<file path="config.mk">
export PLATFORM = sky130hd
export DESIGN_NAME = div_result_bcd
export DESIGN_NICKNAME = d
export VERILOG_FILES = /design/src/rtl/div_pkg.sv /design/src/rtl/bcd_dd_step.sv /design/src/rtl/div_result_bcd.sv
export SDC_FILE = /design/constraint.sdc
export NUM_CORES = 1
export LEC_CHECK = 0
export ABC_AREA = 1
export CAP_MARGIN = 20
export CELL_PAD_IN_SITES_DETAIL_PLACEMENT = 1
export CELL_PAD_IN_SITES_GLOBAL_PLACEMENT = 1
export CORE_UTILIZATION = 40
export DETAILED_ROUTE_END_ITERATION = 12
export GPL_TIMING_DRIVEN = 0
export PLACE_DENSITY_LB_ADDON = 0.3
export SLEW_MARGIN = 20
export SYNTH_ARGS = -nofsm -noshare
export SYNTH_HDL_FRONTEND = slang
export SYNTH_HIERARCHICAL = 1
export SYNTH_SLANG_ARGS = --single-unit
</file>
<file path="constraint.sdc">
create_clock -name clk -period 1.7 [get_ports clk]
set_input_delay 0.425 -clock clk [delete_from_list [all_inputs] [get_ports clk]]
set_output_delay 0.425 -clock clk [all_outputs]
set_load 0.005 [all_outputs]
</file>
<file path="src/rtl/div_pkg.sv">
// Shared types for the divider result path: converter FSM states and BCD digit type.
// Two BCD digits cover every remainder the 6-bit-max engine can produce.
package div_pkg;
  typedef enum logic [1:0] {
    IDLE,
    CONV_Q,
    CONV_R
  } state_e;

  typedef logic [3:0] bcd_digit_t;

  localparam int BCD_DIGITS = 2;
endpackage

</file>
<file path="src/rtl/bcd_dd_step.sv">
// One double-dabble iteration: add 3 to every BCD nibble >= 5, then shift left by one.
// Purely combinational; the caller owns the engine register.
module bcd_dd_step
  import div_pkg::*;
#(
  parameter int RW = 5
) (
  input  logic [4*BCD_DIGITS+RW-1:0] eng_i,
  output logic [4*BCD_DIGITS+RW-1:0] eng_o
);

  localparam int EW = 4*BCD_DIGITS + RW;

  logic [EW-1:0] adj;

  always_comb begin
    adj = eng_i;
    for (int i = 0; i < BCD_DIGITS; i++) begin
      if (adj[RW+4*i +: 4] >= 4'd5) begin
        adj[RW+4*i +: 4] = adj[RW+4*i +: 4] + 4'd3;
      end
    end
    eng_o = adj << 1;
  end

endmodule

</file>
<file path="src/rtl/div_result_bcd.sv">
// Converts captured quotient then remainder to two BCD digits each, one bit per clock.
// done pulses 2*RW+2 cycles after the accepted start; start is ignored while busy.
module div_result_bcd
  import div_pkg::*;
#(
  parameter int QW = 4,
  parameter int RW = 5
) (
  input  logic          clk,
  input  logic          reset,
  input  logic          start,
  input  logic [QW-1:0] quotient,
  input  logic [RW-1:0] remainder,
  output logic [3:0]    q_tens,
  output logic [3:0]    q_ones,
  output logic [3:0]    r_tens,
  output logic [3:0]    r_ones,
  output logic          busy,
  output logic          done
);

  localparam int EW = 4*BCD_DIGITS + RW;
  localparam int CW = $clog2(RW + 1);

  state_e        state_q, state_d;
  logic [EW-1:0] eng_q, eng_d, eng_step;
  logic [CW-1:0] cnt_q, cnt_d;
  logic [RW-1:0] r_hold_q, r_hold_d;
  bcd_digit_t    q_tens_q, q_tens_d, q_ones_q, q_ones_d;
  bcd_digit_t    r_tens_q, r_tens_d, r_ones_q, r_ones_d;
  logic          done_q, done_d;

  bcd_dd_step #(.RW(RW)) u_step (
    .eng_i (eng_q),
    .eng_o (eng_step)
  );

  always_ff @(posedge clk or negedge reset) begin
    if (!reset) begin
      state_q  <= IDLE;
      eng_q    <= '0;
      cnt_q    <= '0;
      r_hold_q <= '0;
      q_tens_q <= '0;
      q_ones_q <= '0;
      r_tens_q <= '0;
      r_ones_q <= '0;
      done_q   <= 1'b0;
    end else begin
      state_q  <= state_d;
      eng_q    <= eng_d;
      cnt_q    <= cnt_d;
      r_hold_q <= r_hold_d;
      q_tens_q <= q_tens_d;
      q_ones_q <= q_ones_d;
      r_tens_q <= r_tens_d;
      r_ones_q <= r_ones_d;
      done_q   <= done_d;
    end
  end

  always_comb begin
    state_d  = state_q;
    eng_d    = eng_q;
    cnt_d    = cnt_q;
    r_hold_d = r_hold_q;
    q_tens_d = q_tens_q;
    q_ones_d = q_ones_q;
    r_tens_d = r_tens_q;
    r_ones_d = r_ones_q;
    done_d   = 1'b0;

    unique case (state_q)
      IDLE: begin
        if (start) begin
          r_hold_d = remainder;
          eng_d    = EW'(quotient);
          cnt_d    = '0;
          state_d  = CONV_Q;
        end
      end
      CONV_Q: begin
        if (cnt_q == CW'(RW)) begin
          q_tens_d = eng_q[EW-1 -: 4];
          q_ones_d = eng_q[EW-5 -: 4];
          // Engine is reused for the remainder straight away, no idle gap.
          eng_d    = EW'(r_hold_q);
          cnt_d    = '0;
          state_d  = CONV_R;
        end else begin
          eng_d = eng_step;
          cnt_d = cnt_q + CW'(1);
        end
      end
      CONV_R: begin
        if (cnt_q == CW'(RW)) begin
          r_tens_d = eng_q[EW-1 -: 4];
          r_ones_d = eng_q[EW-5 -: 4];
          done_d   = 1'b1;
          state_d  = IDLE;
        end else begin
          eng_d = eng_step;
          cnt_d = cnt_q + CW'(1);
        end
      end
      default: state_d = IDLE;
    endcase
  end

  assign busy   = (state_q != IDLE);
  assign done   = done_q;
  assign q_tens = q_tens_q;
  assign q_ones = q_ones_q;
  assign r_tens = r_tens_q;
  assign r_ones = r_ones_q;

endmodule

</file>
==> flow_metrics.tcl, run 1 <==
set metrics [dict create \
    cts_tree "yes" \
    maxCapViolCount 0 \
    n_antenna_cell 0 \
    grt_max_degree 32 \
    final_nets 337 \
    drive_gt1_share_pct 12.4 \
    num_rows 26 \
    crit_family "flip-flops" \
    drc 0 \
    arrival_ns 1.17 \
    root_buffer "clkbuf_8" \
    crit_chain "inv_2 -> ha_4 -> inv_1 -> clkdlybuf4s15_1" \
    peakVddDrop_uv 428 \
    grt_pass1_wl_um 8470 \
    clock_path_buffers 2 \
    grt-ovfl-total 0 \
    io_buffer_count 29 \
    grt_usage_pct 20.2 \
    dieArea_sq_um 5660 \
    final.fill_count 651 \
    multi_input_area_sq_um 943 \
    crit_path_max_fanout 4 \
    wl_per_cell_um 13.4 \
    cts.sinks 40 \
    area_delta_synth_final_pct 24.5 \
    synthDistinctLibCells 19 \
    cp_num_buf_inv 3 \
    fin_crit_ns 1.59 \
    worst-setup-path-type "reg2out" \
    numCtsBuffers 5 \
    num_vias 1832 \
    synth_seq_cells 40 \
    gp_congestion 0.747 \
    ant_nets 0 \
    hold_viol_final 0 \
    yosysWarnings 6 \
    clock_skew_ns 0.00836 \
    path_clk_slew_ns 0.08 \
    fp.coreArea_sq_um 5140 \
    hold_path.class "reg2reg" \
    antenna_found_initial 0 \
    postLayoutCoreUtil_pct 52.0 \
    crit_path_start "state_q[0]$_DFFE_PN0P_" \
    drt_iter0_drc 59 \
    avgSynthCellArea_sq_um 7.89 \
    ios 30 \
    worstHoldStart "q_tens[2]$_DFFE_PN0P_" \
    insertion_delay_ns 0.29 \
    dp_hpwl_um 3640 \
    max_freq_mhz 627 \
    slew_viol_final 0 \
    syn_nets 295 \
    rsz0062_at_grt "no" \
    worstSetupStartpointType "flop" \
    grt_pass1_vias 1836 \
    post-place-ws_ns -0.0202 \
    syn_inst 272 \
    power_density_nw_per_um2 1220 \
    r2r_start "state_q[1]$_DFFE_PN0P_" \
    firstDrtPassIters 4 \
    seq_area_sq_um 1000 \
    crit_path_top_delay_cell "dfrtp_1" \
    end_kind "output port" \
    start_util_pct 41.7 \
    setup-violations-final 0 \
    fin_crit_sh_pct 93.8 \
    die_h_um 75.2 \
    p_leak_nw 1.45 \
    vias_per_cell 4.77 \
    cpPeakStageDelay_ns 0.40 \
    worstPathRequired_ns 1.27 \
    synth_area_sq_um 2150 \
    worst_slack_ns 0.106 \
    tns_ns 0 \
    seq_area_frac_synth_pct 46.6 \
    hold_slack_ns 0.481 \
    die_w_um 75.2 \
    wirelength_um 5150 \
    h-tree-depth 2 \
    status "complete, no violations" \
]
[area by class of cell]
| type | instances | area share, % |
|---|---|---|
| buffer | 12 | 4.07 |
| clock buffer | 5 | 2.57 |
| clock inverter | 2 | 0.468 |
| inverter | 28 | 3.93 |
| multi-input combinational | 192 | 35.3 |
| sequential | 40 | 37.5 |
| tap | 70 | 3.28 |
| timing repair buffer | 35 | 12.9 |
[report_power, final]
group	internal, mW	leakage [nW]	switching, mW	total [mW]
registers	1.14	0.516	0.147	1.29
clock network	0.278	0.0400	0.334	0.612
logic	0.592	0.896	0.774	1.37
total	2.01	1.45	1.26	3.27
[cells in the mapped netlist]
cell type  number  area, sq um
a21oi_1        10         50.1
buf_4           7         52.6
buf_6           5         56.3
conb_1          1         3.75
dfrtp_1        40         1000
ha_1           11          138
inv_1          27          101
inv_2           1         3.75
mux2_2          1         11.3
nand2_1       120          450
nand2_2         3         18.8
nand3_1         2         10.0
nand3_2         4         40.0
nand4_1        12         75.1
nor2_1         22         82.6
nor2_4          1         11.3
nor2_8          1         20.0
o21ai_0         3         15.0
o21ai_1         1         5.00
[flip-flops by register name, indices dropped and copies added (netlist names)]
signal    count
done          1
eng_q        13
r_tens        4
cnt_q         3
q_ones        4
state_q       2
r_hold_q      5
q_tens        4
r_ones        4
[timing repair]
action,4_1_cts,5_1_grt
buffers inserted,2,2
gates resized for setup,4,2
hold endpoints to repair,4,0
hold buffers,1,0
pin swaps,0,1
endpoints found under the setup margin,1,1
[placed cells by master, fill, tap and decap left out, drive strengths merged]
master / count
clkinvlp: 1
nand2: 123
mux2: 1
nand3: 6
dlygate4sd3: 1
clkdlybuf4s50: 27
o21ai: 4
a21oi: 10
clkinv: 1
nor2: 24
nand4: 12
clkbuf: 5
conb: 1
inv: 28
ha: 11
dfrtp: 40
clkdlybuf4s15: 1
buf: 18
[final timing paths]
kind	depth (start not counted)	to	slack (ns)
setup / recovery	4	busy	0.11
hold / removal	2	q_tens[2]$_DFFE_PN0P_	0.48
setup reg to reg	7	eng_q[11]$_DFFE_PN0P_	0.15
hold reg to reg	2	q_tens[2]$_DFFE_PN0P_	0.48
max in group asynchronous	3	q_ones[0]$_DFFE_PN0P_	0.72
min in group asynchronous	2	state_q[1]$_DFFE_PN0P_	0.53
[per-stage QoR]
step           total power, mW  area (sq um)  instances
6_report                  3.27          2670        384
5_1_grt                   3.52          2670        384
4_1_cts                   3.26          2650        382
3_5_place_dp              2.60          2540        372
3_3_place_gp              2.54          2520        371
2_1_floorplan             2.22          2150        272
[cells by family after synthesis]
kind of cell / count (synthesis) / synth area share [%]
simple gates: 165 / 33.0
compound gates: 14 / 3.26
flops: 40 / 46.6
other cells: 1 / 0.175
fa+ha+maj: 11 / 6.41
mux: 1 / 0.525
buf+inv: 40 / 9.97
[tightest hold or removal path: cells and delay by family (launching register included)]
kind	cells	cell delay, ns
DFF	1	0.35
and+or+nand+nor	2	0.10
[metal layers]
layer,GRT usage (%),wire length (um),vias to the layer above
met3,4.55,158,7
met2,36.6,2600,26
met1,24.2,2340,884
met5,0,0,-
li1,-,-,915
met4,5.56,55,0
Power figures use the tool's default switching activity.
==> inputs of run 2 (changes only) <==
--- a/config.mk
+++ b/config.mk
@@ -10,8 +10,10 @@
 export CELL_PAD_IN_SITES_DETAIL_PLACEMENT = 1
 export CELL_PAD_IN_SITES_GLOBAL_PLACEMENT = 1
 export CORE_UTILIZATION = 40
+export CTS_CLUSTER_SIZE = 14
 export DETAILED_ROUTE_END_ITERATION = 12
 export GPL_TIMING_DRIVEN = 0
+export HOLD_SLACK_MARGIN = 0.02
 export PLACE_DENSITY_LB_ADDON = 0.3
 export SLEW_MARGIN = 20
 export SYNTH_ARGS = -nofsm -noshare
==> results of run 2 <==
Final layout, timing and power as in run 1 (identical DEF).
